<file path="config.mk">
export PLATFORM = sky130hd
export DESIGN_NAME = ir_cam_sequencer_flat
export DESIGN_NICKNAME = d
export VERILOG_FILES = /design/src/rtl/ir_cam_sequencer_if.sv /design/src/rtl/ir_cam_sequencer.sv /design/src/flat_wrapper.sv
export SDC_FILE = /design/constraint.sdc
export NUM_CORES = 1
export LEC_CHECK = 0
export ABC_CLOCK_PERIOD_IN_PS = 2150
export BUFFER_PORTS_ARGS = -buffer_cell sky130_fd_sc_hd__buf_2
export CORE_MARGIN = 1.5
export CORE_UTILIZATION = 45
export DETAILED_ROUTE_END_ITERATION = 16
export PLACE_DENSITY = 0.78
export SYNTH_ARGS = -nofsm -noshare
export SYNTH_HDL_FRONTEND = slang
export SYNTH_SLANG_ARGS = --single-unit
</file>
<file path="constraint.sdc">
create_clock -name clk -period 2.15 [get_ports clk]
set_input_delay 0.5375 -clock clk [delete_from_list [all_inputs] [get_ports clk]]
set_output_delay 0.5375 -clock clk [all_outputs]
set_load 0.02 [all_outputs]
</file>
<file path="src/rtl/ir_cam_sequencer_if.sv">
// I2C master request/response bundle between the camera sequencer (master) and the shared i2c_master (slave).
// Pure wiring, no latency; ready/start handshake, sequencer waits on i2c_ready.
interface ir_cam_sequencer_if;
    logic        i2c_ready;
    logic [95:0] i2c_rdata;
    logic        i2c_start;
    logic [6:0]  i2c_addr;
    logic [95:0] i2c_data;
    logic [4:0]  i2c_packets;
    logic        i2c_rw;

    modport master (
        input  i2c_ready, i2c_rdata,
        output i2c_start, i2c_addr, i2c_data, i2c_packets, i2c_rw
    );

    modport slave (
        output i2c_ready, i2c_rdata,
        input  i2c_start, i2c_addr, i2c_data, i2c_packets, i2c_rw
    );
endinterface

</file>
<file path="src/rtl/ir_cam_sequencer.sv">
// IR camera init + periodic blob-0 poll over a shared i2c_master, with per-state timeout and backoff.
// Blob outputs update one cycle after the read completes; stalls on i2c_ready, timeout recovers via re-init.
module ir_cam_sequencer #(
    parameter logic [6:0] I2C_ADDR       = 7'h58,
    parameter int         SETTLE_CYCLES  = 600000,
    parameter int         POLL_CYCLES    = 120000,
    parameter int         TIMEOUT_CYCLES = 240000
) (
    input  logic                       clk,
    input  logic                       reset,
    ir_cam_sequencer_if.master         bus,
    output logic                       config_done,
    output logic [9:0]                 blob_x,
    output logic [9:0]                 blob_y,
    output logic [3:0]                 blob_size,
    output logic                       blob_valid,
    output logic                       sample_stb,
    output logic                       err_timeout
);
    localparam int MAX_SP  = (SETTLE_CYCLES > POLL_CYCLES) ? SETTLE_CYCLES : POLL_CYCLES;
    localparam int MAX_CYC = (MAX_SP > TIMEOUT_CYCLES) ? MAX_SP : TIMEOUT_CYCLES;
    localparam int CW      = $clog2(MAX_CYC + 1);

    localparam logic [CW-1:0] SETTLE_LAST = CW'(SETTLE_CYCLES - 1);
    localparam logic [CW-1:0] POLL_LAST   = CW'(POLL_CYCLES - 1);
    localparam logic [CW-1:0] TMO_LAST    = CW'(TIMEOUT_CYCLES - 1);

    typedef enum logic [3:0] {
        S_BOOT, S_CFG_START, S_CFG_WAIT, S_CFG_SETTLE, S_POLL_IDLE,
        S_PTR_START, S_PTR_WAIT, S_RD_START, S_RD_WAIT, S_LATCH, S_BACKOFF
    } state_t;

    function automatic logic [15:0] cfg_entry(input logic [2:0] i);
        case (i)
            3'd0:    cfg_entry = 16'h3001;
            3'd1:    cfg_entry = 16'h3008;
            3'd2:    cfg_entry = 16'h0690;
            3'd3:    cfg_entry = 16'h08C0;
            3'd4:    cfg_entry = 16'h1A40;
            default: cfg_entry = 16'h3333;
        endcase
    endfunction

    state_t        state_q, state_d;
    logic [2:0]    idx_q, idx_d;
    logic [CW-1:0] cnt_q, cnt_d;
    logic [CW-1:0] poll_q, poll_d;
    logic [CW-1:0] tmo_q, tmo_d;
    logic [95:0]   data_q, data_d;
    logic [4:0]    packets_q, packets_d;
    logic          rw_q, rw_d;
    logic          done_q, done_d;
    logic [9:0]    x_q, x_d, y_q, y_d;
    logic [3:0]    size_q, size_d;
    logic          valid_q, valid_d;
    logic          stb_q, stb_d;
    logic          err_q, err_d;
    logic          is_txn, poll_phase;
    logic          unused_rdata;

    assign unused_rdata = ^{bus.i2c_rdata[95:32], bus.i2c_rdata[31:24]};

    assign is_txn = state_q inside {S_CFG_START, S_CFG_WAIT, S_PTR_START,
                                    S_PTR_WAIT, S_RD_START, S_RD_WAIT};
    assign poll_phase = state_q inside {S_POLL_IDLE, S_PTR_START, S_PTR_WAIT,
                                        S_RD_START, S_RD_WAIT, S_LATCH};

    always_comb begin
        state_d   = state_q;
        idx_d     = idx_q;
        cnt_d     = cnt_q;
        poll_d    = poll_q;
        data_d    = data_q;
        packets_d = packets_q;
        rw_d      = rw_q;
        done_d    = done_q;
        x_d       = x_q;
        y_d       = y_q;
        size_d    = size_q;
        valid_d   = valid_q;
        stb_d     = 1'b0;
        err_d     = err_q;

        // Poll timer runs across the whole poll cycle so the period stays exact; saturates if stalled.
        if (poll_phase && (poll_q != '1))
            poll_d = poll_q + 1'b1;

        case (state_q)
            S_BOOT: if (bus.i2c_ready) begin
                state_d   = S_CFG_START;
                data_d    = {80'b0, cfg_entry(idx_q)};
                packets_d = 5'd2;
                rw_d      = 1'b0;
            end
            S_CFG_START: if (!bus.i2c_ready) state_d = S_CFG_WAIT;
            S_CFG_WAIT: if (bus.i2c_ready) begin
                state_d = S_CFG_SETTLE;
                cnt_d   = '0;
            end
            S_CFG_SETTLE: if (cnt_q == SETTLE_LAST) begin
                cnt_d = '0;
                idx_d = idx_q + 3'd1;
                if (idx_q == 3'd5) begin
                    done_d  = 1'b1;
                    poll_d  = '0;
                    state_d = S_POLL_IDLE;
                end else begin
                    state_d   = S_CFG_START;
                    data_d    = {80'b0, cfg_entry(idx_q + 3'd1)};
                    packets_d = 5'd2;
                    rw_d      = 1'b0;
                end
            end else begin
                cnt_d = cnt_q + 1'b1;
            end
            S_POLL_IDLE: if (poll_q >= POLL_LAST) begin
                poll_d    = '0;
                state_d   = S_PTR_START;
                data_d    = 96'h36;
                packets_d = 5'd1;
                rw_d      = 1'b0;
            end
            S_PTR_START: if (!bus.i2c_ready) state_d = S_PTR_WAIT;
            S_PTR_WAIT: if (bus.i2c_ready) begin
                state_d   = S_RD_START;
                data_d    = '0;
                packets_d = 5'd4;
                rw_d      = 1'b1;
            end
            S_RD_START: if (!bus.i2c_ready) state_d = S_RD_WAIT;
            S_RD_WAIT:  if (bus.i2c_ready) state_d = S_LATCH;
            S_LATCH: begin
                x_d     = {bus.i2c_rdata[5:4], bus.i2c_rdata[23:16]};
                y_d     = {bus.i2c_rdata[7:6], bus.i2c_rdata[15:8]};
                size_d  = bus.i2c_rdata[3:0];
                valid_d = !((x_d == 10'h3FF) && (y_d == 10'h3FF));
                stb_d   = 1'b1;
                state_d = S_POLL_IDLE;
            end
            S_BACKOFF: if (cnt_q == SETTLE_LAST) begin
                cnt_d   = '0;
                state_d = S_BOOT;
            end else begin
                cnt_d = cnt_q + 1'b1;
            end
            default: state_d = S_BOOT;
        endcase

        if (is_txn && (state_d == state_q) && (tmo_q == TMO_LAST)) begin
            state_d = S_BACKOFF;
            err_d   = 1'b1;
            done_d  = 1'b0;
            valid_d = 1'b0;
            idx_d   = '0;
            cnt_d   = '0;
        end

        tmo_d = (is_txn && (state_d == state_q)) ? tmo_q + 1'b1 : '0;
    end

    always_ff @(posedge clk) begin
        if (!reset) begin
            state_q   <= S_BOOT;
            idx_q     <= '0;
            cnt_q     <= '0;
            poll_q    <= '0;
            tmo_q     <= '0;
            data_q    <= '0;
            packets_q <= '0;
            rw_q      <= 1'b1;
            done_q    <= 1'b0;
            x_q       <= '0;
            y_q       <= '0;
            size_q    <= '0;
            valid_q   <= 1'b0;
            stb_q     <= 1'b0;
            err_q     <= 1'b0;
        end else begin
            state_q   <= state_d;
            idx_q     <= idx_d;
            cnt_q     <= cnt_d;
            poll_q    <= poll_d;
            tmo_q     <= tmo_d;
            data_q    <= data_d;
            packets_q <= packets_d;
            rw_q      <= rw_d;
            done_q    <= done_d;
            x_q       <= x_d;
            y_q       <= y_d;
            size_q    <= size_d;
            valid_q   <= valid_d;
            stb_q     <= stb_d;
            err_q     <= err_d;
        end
    end

    assign bus.i2c_start   = state_q inside {S_CFG_START, S_PTR_START, S_RD_START};
    assign bus.i2c_addr    = I2C_ADDR;
    assign bus.i2c_data    = data_q;
    assign bus.i2c_packets = packets_q;
    assign bus.i2c_rw      = rw_q;

    assign config_done = done_q;
    assign blob_x      = x_q;
    assign blob_y      = y_q;
    assign blob_size   = size_q;
    assign blob_valid  = valid_q;
    assign sample_stb  = stb_q;
    assign err_timeout = err_q;
endmodule

</file>
<file path="src/flat_wrapper.sv">
// flat-port wrapper written by rule: the top's interface ports become plain ports
module ir_cam_sequencer_flat 
#(
    parameter logic [6:0] I2C_ADDR       = 7'h58,
    parameter int         SETTLE_CYCLES  = 600000,
    parameter int         POLL_CYCLES    = 120000,
    parameter int         TIMEOUT_CYCLES = 240000
)
  (clk, reset, config_done, blob_x, blob_y, blob_size, blob_valid, sample_stb, err_timeout, bus_i2c_ready, bus_i2c_rdata, bus_i2c_start, bus_i2c_addr, bus_i2c_data, bus_i2c_packets, bus_i2c_rw);
  ir_cam_sequencer_if bus_i ();
  input  logic clk;
  input  logic reset;
  output logic config_done;
  output logic [9:0] blob_x;
  output logic [9:0] blob_y;
  output logic [3:0] blob_size;
  output logic blob_valid;
  output logic sample_stb;
  output logic err_timeout;
  input wire logic [$bits(bus_i.i2c_ready)-1:0] bus_i2c_ready;
  input wire logic [$bits(bus_i.i2c_rdata)-1:0] bus_i2c_rdata;
  output wire logic [$bits(bus_i.i2c_start)-1:0] bus_i2c_start;
  output wire logic [$bits(bus_i.i2c_addr)-1:0] bus_i2c_addr;
  output wire logic [$bits(bus_i.i2c_data)-1:0] bus_i2c_data;
  output wire logic [$bits(bus_i.i2c_packets)-1:0] bus_i2c_packets;
  output wire logic [$bits(bus_i.i2c_rw)-1:0] bus_i2c_rw;
  assign bus_i.i2c_ready = bus_i2c_ready;
  assign bus_i.i2c_rdata = bus_i2c_rdata;
  assign bus_i2c_start = bus_i.i2c_start;
  assign bus_i2c_addr = bus_i.i2c_addr;
  assign bus_i2c_data = bus_i.i2c_data;
  assign bus_i2c_packets = bus_i.i2c_packets;
  assign bus_i2c_rw = bus_i.i2c_rw;
  ir_cam_sequencer #(.I2C_ADDR(I2C_ADDR), .SETTLE_CYCLES(SETTLE_CYCLES), .POLL_CYCLES(POLL_CYCLES), .TIMEOUT_CYCLES(TIMEOUT_CYCLES)) u_core (.clk(clk), .reset(reset), .bus(bus_i), .config_done(config_done), .blob_x(blob_x), .blob_y(blob_y), .blob_size(blob_size), .blob_valid(blob_valid), .sample_stb(sample_stb), .err_timeout(err_timeout));
endmodule
</file>
# Word level (Yosys, flattened, before mapping)
# Index checks and enable logic that the tools add are counted.
# classes
add_sub_neg,4
n_reduce_logical,21
muxes,42
n_lt_le_gt_ge,1
n_bitwise,1
n_eq_ne,32
# ops
cell,count
$mux 96,5
$pmux 96 s4,1
$pmux 14 s5,2
$mux 20,6
$pmux 20 s2,2
$add 20x1->20 const B,3
$mux 4,11
$pmux 4 s11,1
$mux 5,5
$eq 10x10->1 const B,2
$eq 20x18->1 const B,1
$eq 20x20->1 const B,1
$ge 20x17->1 const B,1
$ne 20x20->1 const B,1
$pmux 5 s4,1
$eq 4x3->1 const B,4
$eq 3x2->1 const B,4
$eq 4x4->1 const B,3
$reduce_bool 6->1,2
$ne 2x2->1 const B,5
$eq 3x3->1 const B,3
$eq 4x2->1 const B,2
$eq 4x4->1,2
$eq 3x1->1 const B,2
18 further kinds,31
# word_totals
elab_cells,116
reg_bits,197

# Longest topological paths before layout
# logic_depth
ltp_word,11
mapped_depth,9
ltp_nobuf,8

# Worst setup path before layout
# Ideal clock, no wire load.
# synth_path
path_type,input -> register
from,input bus_i2c_ready
to,register u_core.cnt_q[1]
slack_ns,-0.082
stages,7
n_path_buf,2
arrival_time_ns,2.100
setup_time_ns,0.132
cell_sequence,clkbuf_2 a211oi_1 o32a_1 or4_4 a21oi_4 buf_4 nor3_1
# synth_between
elab_chain_cells,6
# synth_lines
item,line,source
start: declaration,flat_wrapper.sv:20,input wire logic [$bits(bus_i.i2c_ready)-1:0] bus_i2c_ready;
$mux 4 (tied with other cells),ir_cam_sequencer.sv:131,S_RD_WAIT: if (bus.i2c_ready) state_d = S_LATCH;
$pmux 4 s11,ir_cam_sequencer.sv:88,case (state_q)
$eq 4x4->1,ir_cam_sequencer.sv:149,if (is_txn && (state_d == state_q) && (tmo_q == TMO_LAST)) begin
$logic_and 1x1->1 (2 in series),ir_cam_sequencer.sv:149,
$reduce_or 2->1 (no line),-,
end signal: assignment,ir_cam_sequencer.sv:181,cnt_q <= cnt_d;
end: declaration,ir_cam_sequencer.sv:46,"logic [CW-1:0] cnt_q, cnt_d;"
# Parallel ways exist; a longest one is shown, timed or not.
# A chain may end at the register's enable or synchronous reset.

# Worst setup path after layout
# layout_path
from,register u_core.idx_q[1]
to,register u_core.tmo_q[14]
# layout_between
elab_chain_cells,11
# layout_lines
item,line,source
start: declaration,ir_cam_sequencer.sv:45,"logic [2:0] idx_q, idx_d;"
start signal: assignment,ir_cam_sequencer.sv:180,idx_q <= idx_d;
$eq 3x3->1 (*),ir_cam_sequencer.sv:103,if (idx_q == 3'd5) begin
$mux 3 (*),ir_cam_sequencer.sv:103,
$mux 4 (*),ir_cam_sequencer.sv:100,S_CFG_SETTLE: if (cnt_q == SETTLE_LAST) begin
$pmux 4 s11 (*),ir_cam_sequencer.sv:88,
$eq 4x4->1,ir_cam_sequencer.sv:149,
$logic_and 1x1->1 (2 in series),ir_cam_sequencer.sv:149,
$mux 4 (*),ir_cam_sequencer.sv:149,
$eq 4x4->1 (*),ir_cam_sequencer.sv:158,tmo_d = (is_txn && (state_d == state_q)) ? tmo_q + 1'b1 : '0;
$logic_and 1x1->1 (*),ir_cam_sequencer.sv:158,
$reduce_and 2->1 (no line) (*),-,
end signal: assignment,ir_cam_sequencer.sv:183,tmo_q <= tmo_d;
end: declaration,ir_cam_sequencer.sv:48,"logic [CW-1:0] tmo_q, tmo_d;"
# Mark *: on every way between the ends. The rest lies on a longest branch, timed or not.

==> impl_metrics.json <==
{
  "core_area_sq_um": 13300,
  "drv_slew": 0,
  "cts_sinks": 111,
  "synthFlopType": "dfxtp_1",
  "antenna_left": 0,
  "clockBufferDepth": 2,
  "vdd_drop_max_mv": 0.3886,
  "fin_crit_ps": 2100,
  "via_per_inst": 5.076,
  "yosys_warnings": 0,
  "r2r_slack_ps": 50,
  "finalSetupViolCount": 0,
  "num_antenna_cells": 0,
  "grt_max_degree": 41,
  "wire_per_inst_microns": 12.57,
  "cts_tree": "built",
  "cp.required_ps": 2370,
  "drtIter0Drc": 394,
  "crit_arrival_ps": 2320,
  "globalplace.congestion": 0.9361,
  "die_w_microns": 120.0,
  "die_area_sq_um": 14390,
  "endpoint_kind": "register",
  "rsz0062_at_grt": "yes",
  "grt_usage_pct": 18.18,
  "drc": 0,
  "synth_edf_count": 0,
  "ios": 237,
  "cts_buffers": 9,
  "areaGrowthSynthToFinish_pct": 17.76,
  "routed_wl_microns": 13290,
  "grt_pass1_vias": 4809,
  "die_h_microns": 120.0,
  "power_uw": 4123,
  "layout_common_cells": "dfxtp_1 (103), conb_1 (91), nand2_1 (90), buf_2 (73)",
  "relSlewSlack_pct": 65.29,
  "clock.fmax_ghz": 0.4762,
  "num_vias": 5365,
  "antenna_found_initial": 0,
  "dp.cells": 1039,
  "drtPass1Iterations": 5,
  "p_leak_uw": 0.003021,
  "fin_cells": 1057,
  "root_buffer": "clkbuf_16",
  "crit_type": "reg -> reg",
  "ys_seq_area_share_pct": 36.10,
  "drive_gt1_share_pct": 23.16,
  "rows": 42,
  "clock_latency_ps": 350,
  "maxCapViolations": 0,
  "fin_nets": 988,
  "final_common_cell": "dfxtp_1",
  "hold_violations": 0,
  "async_reset_ff_share_pct": 0,
  "ys_ff_latch": 111,
  "port_buffers": 73,
  "htree_levels": 3,
  "status": "complete, no violations",
  "hp-class": "in -> reg",
  "grt_pass1_wl_microns": 21960,
  "finalClockSkew_ps": 8.645,
  "multiInputGateArea_sq_um": 3515,
  "powerDensity_nw_per_um2": 568.7,
  "seq_area_sq_um": 2242,
  "initial_core_util_pct": 46.30,
  "worstMarginPinSlew_ps": 516.6,
  "nFillCells": 1237,
  "clk_pin_slew_ps": 70,
  "syn_area_per_cell_sq_um": 8.132,
  "grt_overflow_total": 0,
  "syn_area_sq_um": 6156,
  "start_kind": "register",
  "ys_types": 68,
  "syn-instance-count": 757,
  "critPathMaxFanout": 20,
  "finalCritPeriodShare_pct": 97.67,
  "dp_hpwl_microns": 9577
}
[flip-flops by register name, summed over array words and instances (netlist names)]
register / flops
u_core.blob_size: 4
u_core.blob_valid: 1
u_core.blob_x: 10
u_core.blob_y: 10
u_core.bus.i2c_data: 12
u_core.bus.i2c_packets: 3
u_core.bus.i2c_rw: 1
u_core.cnt_q: 20
u_core.config_done: 1
u_core.err_timeout: 1
u_core.idx_q: 3
u_core.poll_q: 20
u_core.sample_stb: 1
u_core.state_q: 4
u_core.tmo_q: 20
[cells by family after synthesis]
kind of cell | count (synthesis) | synth area share, %
buffers and inverters | 138 | 14.61
other | 2 | 0.1220
AOI/OAI and AO/OA | 88 | 9.228
muxes | 10 | 1.626
DFF | 111 | 36.10
adders and majority gates | 14 | 2.805
and+or+nand+nor | 340 | 27.83
xor gates and xnor gates | 54 | 7.683
[path summary, 6_finish.rpt]
check,endpoint,from,cells past startpoint
worst max-delay path,u_core.tmo_q[14]$_SDFF_PN0_,u_core.idx_q[1]$_SDFFE_PP0P_,9
worst max register to register,u_core.tmo_q[14]$_SDFF_PN0_,u_core.idx_q[1]$_SDFFE_PP0P_,9
worst min-delay path,u_core.blob_size[2]$_SDFFE_PN0P_,bus_i2c_rdata[2],3
worst min register to register,u_core.tmo_q[0]$_SDFF_PN0_,u_core.tmo_q[0]$_SDFF_PN0_,1
[synth_stat cells (all sizes together) (4+ instances only)]
| cell | count | area, sq um |
|---|---|---|
| dfxtp | 111 | 2222 |
| buf | 106 | 778.2 |
| nand2 | 91 | 341.6 |
| nor2 | 68 | 257.8 |
| nor3 | 57 | 285.3 |
| a21oi | 44 | 231.5 |
| nand4 | 31 | 193.9 |
| xor2 | 29 | 254.0 |
| nand3 | 27 | 147.6 |
| xnor2 | 25 | 219.0 |
| clkbuf | 19 | 72.56 |
| ha | 13 | 162.7 |
| inv | 13 | 48.80 |
| mux2i | 10 | 100.1 |
| and3 | 9 | 56.30 |
| and4 | 8 | 70.07 |
| o21ai | 8 | 43.79 |
| and2 | 7 | 43.79 |
| nor2b | 7 | 43.79 |
| nor4 | 7 | 56.30 |
| nand2b | 6 | 45.04 |
| or3 | 6 | 37.54 |
| a211oi | 4 | 30.03 |
[power by group]
part	internal, uW	total (uW)	switching, uW
clock	859	1590	730
combinational	119	445	326
sequential	2070	2090	16.6
[metal layers]
layer	track usage, %	routed length, microns	vias to the layer above
li1	-	-	2678
met1	24.16	6084	2528
met2	30.00	6361	148
met3	3.897	724	11
met4	4.539	115	0
met5	0	0	-
[critical path: stages, from the launching register on]
cell	delay (ps)
dfxtp_1	320
inv_2	70
ha_4	130
nand2_2	60
or4_4	550
o21ai_4	160
nand3_4	140
xnor2_1	230
buf_6	230
nor3_1	80
[what timing repair did]
action / 4_1_cts / 5_1_grt
setup buffers: 0 / 2
setup endpoints to repair: 1 / 58
gates resized for setup: 1 / 40
hold buffers: 0 / 0
pin swaps: 0 / 3
[area by class of cell]
cell class	instances	share of cell area, %
Clock buffer	13	3.590
Clock inverter	3	0.3624
Inverter	13	0.6731
Multi-Input combinational cell	597	48.48
Sequential cell	111	30.93
Tap cell	176	3.038
Timing Repair Buffer	144	12.93
[stage by stage]
stage                     hold slack, ps  setup TNS, ps  util, %  cell area, sq um  setup WS [ps]
final                              425.7              0    54.53              7249          50.05
after global routing               429.4         -883.2    54.53              7249         -58.46
after CTS                          417.6              0    53.21              7074          1.602
after detailed placement           446.0              0    51.02              6783         0.8660
after global placement             433.7              0    51.02              6783          29.04
after floorplan                    422.3              0        -              6500          18.79
(Power assumes the default switching activity.)
